$ cat src/rtl/fir_stream_loader.sv
// Buffers LENGTH coefficients, then replays coefficients, settle gap, lead, samples, pads and stop.
// Outputs are registered; once the flag sequence starts nothing stalls it, and a missing sample becomes a 0 slot.
module fir_stream_loader #(
  parameter int LENGTH        = 20,
  parameter int COEFF_W       = 8,
  parameter int DATA_W        = 8,
  parameter int CNT_W         = 16,
  parameter int SETTLE_CYCLES = 20,
  parameter int LEAD_CYCLES   = 5
) (
  input  logic               clock,
  input  logic               reset,
  input  logic               start,
  input  logic [CNT_W-1:0]   num_samples,
  input  logic [COEFF_W-1:0] coeff_in,
  input  logic               coeff_valid,
  output logic               coeff_ready,
  input  logic [DATA_W-1:0]  sample_in,
  input  logic               sample_valid,
  output logic               sample_ready,
  output logic               load_coefficients_flag,
  output logic               load_data_flag,
  output logic               stop_data_load_flag,
  output logic [COEFF_W-1:0] coefficient_out,
  output logic [DATA_W-1:0]  data_out,
  output logic               busy,
  output logic               done,
  output logic               underrun
);

  typedef enum logic [3:0] {
    S_IDLE, S_COEFF_CAPTURE, S_COEFF_FLAG, S_COEFF_STREAM, S_COEFF_SETTLE,
    S_DATA_LEAD, S_DATA_STREAM, S_PAD, S_STOP
  } state_t;

  localparam int IDX_W = (LENGTH > 1) ? $clog2(LENGTH) : 1;
  localparam logic [CNT_W-1:0] LEN_LAST    = CNT_W'(LENGTH - 1);
  localparam logic [CNT_W-1:0] PAD_LAST    = CNT_W'((LENGTH > 1) ? LENGTH - 2 : 0);
  localparam logic [CNT_W-1:0] SETTLE_LAST = CNT_W'(SETTLE_CYCLES - 1);
  localparam logic [CNT_W-1:0] LEAD_LAST   = CNT_W'(LEAD_CYCLES - 1);

  state_t             state_q, state_d;
  logic [CNT_W-1:0]   cnt_q, cnt_d;
  logic [CNT_W-1:0]   num_q, num_d;
  logic [COEFF_W-1:0] bank_q [LENGTH];
  logic [COEFF_W-1:0] bank_d [LENGTH];
  logic               underrun_q, underrun_d;
  logic               coeff_ready_q, coeff_ready_d;
  logic               sample_ready_q, sample_ready_d;
  logic               load_coeff_q, load_coeff_d;
  logic               load_data_q, load_data_d;
  logic               stop_q, stop_d;
  logic [COEFF_W-1:0] coeff_out_q, coeff_out_d;
  logic [DATA_W-1:0]  data_out_q, data_out_d;
  logic               busy_q, busy_d;
  logic               done_q, done_d;

  always_comb begin
    state_d    = state_q;
    cnt_d      = cnt_q;
    num_d      = num_q;
    bank_d     = bank_q;
    underrun_d = underrun_q;

    case (state_q)
      S_IDLE: begin
        if (start) begin
          num_d      = num_samples;
          underrun_d = 1'b0;
          cnt_d      = '0;
          state_d    = S_COEFF_CAPTURE;
        end
      end
      S_COEFF_CAPTURE: begin
        if (coeff_valid && coeff_ready_q) begin
          bank_d[cnt_q[IDX_W-1:0]] = coeff_in;
          if (cnt_q == LEN_LAST) begin
            cnt_d   = '0;
            state_d = S_COEFF_FLAG;
          end else begin
            cnt_d = cnt_q + CNT_W'(1);
          end
        end
      end
      S_COEFF_FLAG: begin
        cnt_d   = '0;
        state_d = S_COEFF_STREAM;
      end
      S_COEFF_STREAM: begin
        if (cnt_q == LEN_LAST) begin
          cnt_d   = '0;
          state_d = S_COEFF_SETTLE;
        end else begin
          cnt_d = cnt_q + CNT_W'(1);
        end
      end
      S_COEFF_SETTLE: begin
        if (cnt_q == SETTLE_LAST) begin
          cnt_d   = '0;
          state_d = S_DATA_LEAD;
        end else begin
          cnt_d = cnt_q + CNT_W'(1);
        end
      end
      S_DATA_LEAD: begin
        if (cnt_q == LEAD_LAST) begin
          cnt_d = '0;
          if (num_q != '0)     state_d = S_DATA_STREAM;
          else if (LENGTH > 1) state_d = S_PAD;
          else                 state_d = S_STOP;
        end else begin
          cnt_d = cnt_q + CNT_W'(1);
        end
      end
      S_DATA_STREAM: begin
        // A missing sample still consumes its slot so the run length stays fixed.
        if (!sample_valid) underrun_d = 1'b1;
        if (cnt_q == num_q - CNT_W'(1)) begin
          cnt_d   = '0;
          state_d = (LENGTH > 1) ? S_PAD : S_STOP;
        end else begin
          cnt_d = cnt_q + CNT_W'(1);
        end
      end
      S_PAD: begin
        if (cnt_q == PAD_LAST) begin
          cnt_d   = '0;
          state_d = S_STOP;
        end else begin
          cnt_d = cnt_q + CNT_W'(1);
        end
      end
      S_STOP:  state_d = S_IDLE;
      default: state_d = S_IDLE;
    endcase

    // Outputs are decoded from the next state so the registered copy lines up with state_q.
    coeff_ready_d  = (state_d == S_COEFF_CAPTURE);
    sample_ready_d = (state_d == S_DATA_STREAM);
    load_coeff_d   = !(state_d inside {S_IDLE, S_COEFF_CAPTURE});
    load_data_d    = state_d inside {S_DATA_LEAD, S_DATA_STREAM, S_PAD, S_STOP};
    stop_d         = (state_d == S_STOP);
    coeff_out_d    = (state_d == S_COEFF_STREAM) ? bank_q[cnt_d[IDX_W-1:0]] : '0;
    data_out_d     = (state_q == S_DATA_STREAM && sample_valid) ? sample_in : '0;
    busy_d         = (state_d != S_IDLE);
    done_d         = (state_q == S_STOP);
  end

  always_ff @(posedge clock or posedge reset) begin
    if (reset) begin
      state_q        <= S_IDLE;
      cnt_q          <= '0;
      num_q          <= '0;
      for (int i = 0; i < LENGTH; i++) bank_q[i] <= '0;
      underrun_q     <= 1'b0;
      coeff_ready_q  <= 1'b0;
      sample_ready_q <= 1'b0;
      load_coeff_q   <= 1'b0;
      load_data_q    <= 1'b0;
      stop_q         <= 1'b0;
      coeff_out_q    <= '0;
      data_out_q     <= '0;
      busy_q         <= 1'b0;
      done_q         <= 1'b0;
    end else begin
      state_q        <= state_d;
      cnt_q          <= cnt_d;
      num_q          <= num_d;
      bank_q         <= bank_d;
      underrun_q     <= underrun_d;
      coeff_ready_q  <= coeff_ready_d;
      sample_ready_q <= sample_ready_d;
      load_coeff_q   <= load_coeff_d;
      load_data_q    <= load_data_d;
      stop_q         <= stop_d;
      coeff_out_q    <= coeff_out_d;
      data_out_q     <= data_out_d;
      busy_q         <= busy_d;
      done_q         <= done_d;
    end
  end

  assign coeff_ready            = coeff_ready_q;
  assign sample_ready           = sample_ready_q;
  assign load_coefficients_flag = load_coeff_q;
  assign load_data_flag         = load_data_q;
  assign stop_data_load_flag    = stop_q;
  assign coefficient_out        = coeff_out_q;
  assign data_out               = data_out_q;
  assign busy                   = busy_q;
  assign done                   = done_q;
  assign underrun               = underrun_q;

endmodule

$ cat config.mk
export PLATFORM = sky130hd
export DESIGN_NAME = fir_stream_loader
export DESIGN_NICKNAME = d
export VERILOG_FILES = /design/src/rtl/fir_stream_loader.sv
export SDC_FILE = /design/constraint.sdc
export NUM_CORES = 1
export LEC_CHECK = 0
export CELL_PAD_IN_SITES_DETAIL_PLACEMENT = 0
export CELL_PAD_IN_SITES_GLOBAL_PLACEMENT = 1
export CORE_MARGIN = 2
export CORE_UTILIZATION = 45
export DETAILED_ROUTE_END_ITERATION = 7
export PLACE_DENSITY_LB_ADDON = 0.1
export SLEW_MARGIN = 30
export SYNTH_ARGS = -nofsm -noshare
export SYNTH_HDL_FRONTEND = slang
export SYNTH_SLANG_ARGS = --single-unit
$ cat constraint.sdc
create_clock -name clock -period 9.7 [get_ports clock]
set_clock_uncertainty 0.15 [all_clocks]
set_input_delay 2.425 -clock clock [delete_from_list [all_inputs] [get_ports clock]]
set_output_delay 2.425 -clock clock [all_outputs]
set_load 0.03 [all_outputs]
Word level (Yosys, flattened, before mapping) --
Cells that the tools add are included.
Operators by class: bitwise logic cells 2, div/mod/pow operators 0, multiplexer cells 28, equal/unequal tests 21, shifts and indexed selects 0, $lt $le $gt $ge 3, add/sub/neg operators 2, reduce and logical (&&, ||, !) cells 17, multiply operators 0
Operators by type and width (number):
- $bwmux 160 | 1
- $pmux 16 s7 | 1
- $mux 16 | 6
- $bmux 8 s5 | 1
- $demux 8 s5 | 1
- $mux 8 | 5
- $eq 16x5->1 const B | 2
- $mux 4 | 8
- $pmux 4 s8 | 1
- $eq 4x3->1 const B | 7
- $add 16x1->16 const B | 1
- $eq 16x16->1 | 1
- $eq 16x3->1 const B | 1
- $reduce_bool 16->1 | 1
- $sub 16x1->16 const B | 1
- $eq 4x2->1 const B | 3
- $ge 6x6->1 const B | 2
- $not 5->6 | 2
- $eq 4x1->1 const B | 2
- $eq 4x4->1 const B | 2
- $logic_not 4->1 | 2
- $reduce_bool 4->1 | 2
- $reduce_bool 7->1 | 1
- $lt 6x1->1 const B | 1
- other kinds (9) | 18
Word-level totals: memory bits (writable) 0, memory bits (read-only) 0, memories kept 0, output and inout port bits 24, bits in latches 0, register bits after elaboration 220, word-level logic and storage cells 107, bits of input ports 37

Longest topological paths before layout --
word-level depth 9, mapped depth 17, gate-level depth less buffers 13

Worst setup path before layout --
OpenSTA, ideal clock, no wires.
path type input-to-reg, start point input coeff_valid, end point register coeff_out_q[0] (netlist: coefficient_out[0]), stages on the path 13, buffers on the path 3, setup slack 4.784 ns, arrival 4.633 ns, setup time 0.133 ns, data required time 9.417 ns, cell sequence a21oi_1 > a2bb2oi_1 > a211oi_1 > or3_1 > buf_1 > a22o_1 > a31oi_4 > buf_2 > buf_2 > mux2i_1 > nand3_1 > nand4_1 > o211ai_1
Between the ends: longest elaborated chain between the ends 8, elaborated cells between the ends (all ways) 11, those cells by class eq/ne: 1; mux: 8; bitwise: 1; reduce/logical: 1
RTL lines:
- start: declaration | RTL line 16 | input logic coeff_valid,
- $logic_and 1x1->1 * | RTL line 75 | if (coeff_valid && coeff_ready_q) begin
- $mux 16 | RTL line 75
- $pmux 16 s7 | RTL line 65 | case (state_q)
- $not 5->6 (implied by the code) | RTL line 143 | coeff_out_d = (state_d == S_COEFF_STREAM) ? bank_q[cnt_d[IDX_W-1:0]] : '0;
- $bmux 8 s5 | RTL line 143
- $mux 8 (implied by the code) (2 in series) | RTL line 143
- $mux 8 * | RTL line 143
- via coeff_out_d[0] | RTL line 53 | logic [COEFF_W-1:0] coeff_out_q, coeff_out_d;
- end signal: assignment | RTL line 176 | coeff_out_q <= coeff_out_d;
- end: declaration | RTL line 53
Mark *: on every way through the listed nets, which the timed path passes. The rest lies on a longest branch. The select of a mux whose other input is x is not followed. A chain may end at the register's enable or synchronous reset.

Final worst setup path --
start point input coeff_valid, end point register coeff_out_q[6] (netlist: coefficient_out[6])
The elaborated chain is that of the path after synthesis.

==> metrics.txt <==
source-to-sink clock delay at the later pin of the worst-skew pair 0.53 ns; worst setup slack after layout ~3.7 ns; family with the most delay on the worst path buffers and inverters; number of vias after detailed routing 7,428; highest cell delay on the worst timing path 0.72 ns; final setup violation count 0; dpl cells approximately 1,200; ports placed on the boundary 61; maximum capacitance violations 0; TritonCTS Buffers 26; global-route wire length before repair 43,600 um; Total Die Area 0.0254 sq mm; Power Dens Cells about 150 mW/mm^2; slowest cell on the critical path sky130_fd_sc_hd__buf_4; count of flip-flops with a built-in enable after synthesis 0; worst min path class flop to flop; mean instance size in the synthesized netlist approximately 12 sq um; most frequently used flop master after synthesis sky130_fd_sc_hd__dfrtp_1; total overflow reported by the global router 0; Fin. Hold Viols 0; antenna violations before repair 0; area share of the largest cell type after synthesis between 50% and 60%; total negative slack for setup checks 0 ns; shortest period the worst path allows 6.05 ns; first-pass iteration count of the detailed router 5; Max Buffers Root-to-Sink 3; CP max FO 51; post-synthesis sequential area ratio 50.6%; post-synthesis register bit count 220; worst endpoint data arrival time 6.29 ns; final non-filler cell total 1,279; Crit Path Class input pin to flop; CTS sink count 220; via count of the first global-routing pass 7,962; post-synthesis instance area 0.0109 sq mm; sort of element at the end of the critical path flop; buffers inserted by post-CTS timing repair 0; Port-buffer cells 60; instance count of the mapped netlist 904; result of the run completed; die height 159 um; GP Congestion a little under 0.8; sum of routed wire length over all layers between 20,000 and 30,000 um; All-Layer GR Usage 21.4%; proportion of register bits with asynchronous set or reset after synthesis 100%; starting density of the core 46.1%; Synth area leader sky130_fd_sc_hd__dfrtp_1; Achievable Freq 165 MHz; H-tree levels 1; Syn. warnings 0; largest net degree at the start of global routing 140; cts repair resizes 0; Antenna diodes 0; Lkg Pwr 6.17 nW; clock slew at reported path FFs 0.06 ns; main area contributors after synthesis sky130_fd_sc_hd__dfrtp_1 51%, sky130_fd_sc_hd__mux2_2 19%, sky130_fd_sc_hd__mux2i_1 7.7%, sky130_fd_sc_hd__nand3_1 1.8%, sky130_fd_sc_hd__nand2_1 1.8%; net count of the mapped netlist 946; count of unresolved DRC violations after routing 0; CTS tree done; width of the chip 159 um; RSZ-0062 raised after global routing no; Core Region 0.0236 sq mm; Rows 56; Slew Limit Headroom 38.9%; half-perimeter wire length of the detailed placement result 17,800 um; antenna viol nets, final 0; distinct cell type count after synthesis 70; area growth from synthesis to layout 15.0%; CP bufs+invs 3; ratio of cells with drive above 1 in the final layout 25.8%; Pins Over Slew Limit 0; Vias per Instance 5.81; Clock Root Buffer sky130_fd_sc_hd__clkbuf_16; data required time at the worst endpoint 9.94 ns; number of DRC markers after the initial detailed-route iteration 514; hold buffer count at cts 0; maximum VDD drop 0.000138 V; share of the clock period used by the worst path 62.3%; critical path cell sequence clkdlybuf4s50_1 -> a21oi_1 -> a2bb2oi_1 -> a211oi_1 -> or3_1 -> a22o_1 -> a31oi_4 -> buf_4 -> inv_2 -> mux2i_1 -> nor2_1 -> nor4b_1 -> a2111oi_0; number of nets in the layout between 900 and 1,000; CP startpoint kind input pin; average wire per standard cell around 21 um; placement-stage worst setup slack 3.14 ns; slew of the pin with the lowest slew margin around 0.91 ns
## where the power goes
part | switching, mW | leakage [nW] | internal, mW
registers | 0.000254 | 3.04 | 0.918
logic | 0.0308 | 2.74 | 0.0144
clock network | 0.377 | 0.393 | 0.534
## through the flow
step                      total power [mW]  instance area [sq um]  utilization, %  hold WS [ns]
after floorplan                      0.957                  10900               -         0.321
after global placement               0.980                  11700            49.5         0.331
after detailed placement             0.982                  11700            49.5         0.341
after CTS                             1.90                  12500            52.9         0.354
after global routing                  1.94                  12500            53.0         0.362
final                                 1.87                  12500            53.0         0.350
## placed cells by master, fill, tap and decap left out, types with 6 or more instances in the layout
| master | netlist | layout |
|---|---|---|
| sky130_fd_sc_hd__a21oi_1 | 11 | 10 |
| sky130_fd_sc_hd__a2bb2oi_1 | 7 | 7 |
| sky130_fd_sc_hd__a32oi_1 | 7 | 7 |
| sky130_fd_sc_hd__and2_1 | 9 | 9 |
| sky130_fd_sc_hd__and3_1 | 14 | 14 |
| sky130_fd_sc_hd__clkbuf_1 | 42 | 8 |
| sky130_fd_sc_hd__clkbuf_16 | 0 | 26 |
| sky130_fd_sc_hd__clkdlybuf4s50_1 | 0 | 60 |
| sky130_fd_sc_hd__dfrtp_1 | 220 | 220 |
| sky130_fd_sc_hd__inv_1 | 13 | 12 |
| sky130_fd_sc_hd__mux2_2 | 183 | 183 |
| sky130_fd_sc_hd__mux2i_1 | 84 | 84 |
| sky130_fd_sc_hd__nand2_1 | 51 | 51 |
| sky130_fd_sc_hd__nand2b_1 | 6 | 6 |
| sky130_fd_sc_hd__nand3_1 | 40 | 40 |
| sky130_fd_sc_hd__nand4_1 | 21 | 21 |
| sky130_fd_sc_hd__nor2_1 | 25 | 25 |
| sky130_fd_sc_hd__nor2b_1 | 8 | 8 |
| sky130_fd_sc_hd__nor3_1 | 13 | 13 |
| sky130_fd_sc_hd__nor4_1 | 8 | 7 |
| sky130_fd_sc_hd__o211ai_1 | 7 | 7 |
| sky130_fd_sc_hd__o21ai_0 | 18 | 18 |
| sky130_fd_sc_hd__xnor2_1 | 12 | 12 |
| sky130_fd_sc_hd__xor2_1 | 9 | 9 |
## kinds of logic after synthesis
| family | share of synthesized area [%] |
|---|---|
| AOI/OAI and AO/OA | 6.24 |
| xor gates and xnor gates | 1.69 |
| adders and majority gates | 0.575 |
| buffers and inverters | 2.78 |
| DFF | 50.6 |
| muxes | 26.7 |
| and+or+nand+nor | 11.4 |
## final cells by class
| type | count | area (sq um) |
|---|---|---|
| Clock buffer | 39 | 749 |
| Inverter | 15 | 71.3 |
| Multi-Input combinational cell | 612 | 5080 |
| Timing Repair Buffer | 66 | 649 |
| Sequential cell | 220 | 5510 |
| Fill cell | 2040 | 11100 |
| Tap cell | 319 | 399 |
| Clock inverter | 8 | 60.1 |
## state kept, by name (all words and copies together) (netlist names), 4 cells and up
| name | count |
|---|---|
| bank_q | 160 |
| cnt_q | 16 |
| num_q | 16 |
| state_q | 4 |
| data_out | 8 |
| coefficient_out | 8 |
## final timing paths
check                                      to   startpoint  slack (ns)  cells after the start
setup / recovery           coefficient_out[6]  coeff_valid        3.65                     13
hold / removal                     bank_q[82]   bank_q[82]        0.35                      1
setup reg to reg           coefficient_out[6]     cnt_q[4]        4.58                     12
hold reg to reg                    bank_q[82]   bank_q[82]        0.35                      1
max in group asynchronous         bank_q[104]        reset        5.91                      3
min in group asynchronous          bank_q[59]        reset        2.27                      2
## worst reg2reg max path, delay by kind of cell, from the launching register on
kind / cells / cell delay [ns]
simple gates: 5 / 1.72
buf+inv: 2 / 1.34
compound gates: 4 / 0.93
flops: 1 / 0.60
mux: 1 / 0.24
## Yosys cell counts, types with 3 or more instances
cell / n
sky130_fd_sc_hd__inv_1: 13
sky130_fd_sc_hd__nand2b_1: 6
sky130_fd_sc_hd__a2111oi_0: 5
sky130_fd_sc_hd__buf_1: 4
sky130_fd_sc_hd__nor2_1: 25
sky130_fd_sc_hd__buf_4: 4
sky130_fd_sc_hd__mux2i_1: 84
sky130_fd_sc_hd__nor3_1: 13
sky130_fd_sc_hd__a21oi_1: 11
sky130_fd_sc_hd__a211oi_1: 3
sky130_fd_sc_hd__buf_2: 6
sky130_fd_sc_hd__a2bb2oi_1: 7
sky130_fd_sc_hd__o31ai_1: 4
sky130_fd_sc_hd__nand2_1: 51
sky130_fd_sc_hd__nand4_1: 21
sky130_fd_sc_hd__nor4_1: 8
sky130_fd_sc_hd__nor2b_1: 8
sky130_fd_sc_hd__clkbuf_1: 42
sky130_fd_sc_hd__o21ai_0: 18
sky130_fd_sc_hd__and2_1: 9
sky130_fd_sc_hd__nand3b_1: 3
sky130_fd_sc_hd__nand3_1: 40
sky130_fd_sc_hd__a31oi_1: 5
sky130_fd_sc_hd__o211ai_1: 7
sky130_fd_sc_hd__a32oi_1: 7
sky130_fd_sc_hd__xnor2_1: 12
sky130_fd_sc_hd__a22o_1: 3
sky130_fd_sc_hd__or3_1: 4
sky130_fd_sc_hd__dfrtp_1: 220
sky130_fd_sc_hd__nor3b_1: 5
sky130_fd_sc_hd__xor2_1: 9
sky130_fd_sc_hd__mux2_2: 183
sky130_fd_sc_hd__o22ai_1: 3
sky130_fd_sc_hd__and3_1: 14
sky130_fd_sc_hd__ha_1: 5
## metal layers
metal	part of all wire, %	wire length, um	global-route usage [%]	vias up
met3	3.6	956	2.94	50
li1	-	-	-	3380
met4	3.3	879	7.36	0
met2	51	13600	37.5	169
met5	0	0	0	-
met1	43	11400	27.1	3829
Note: power is estimated with default switching activity, not from simulation.
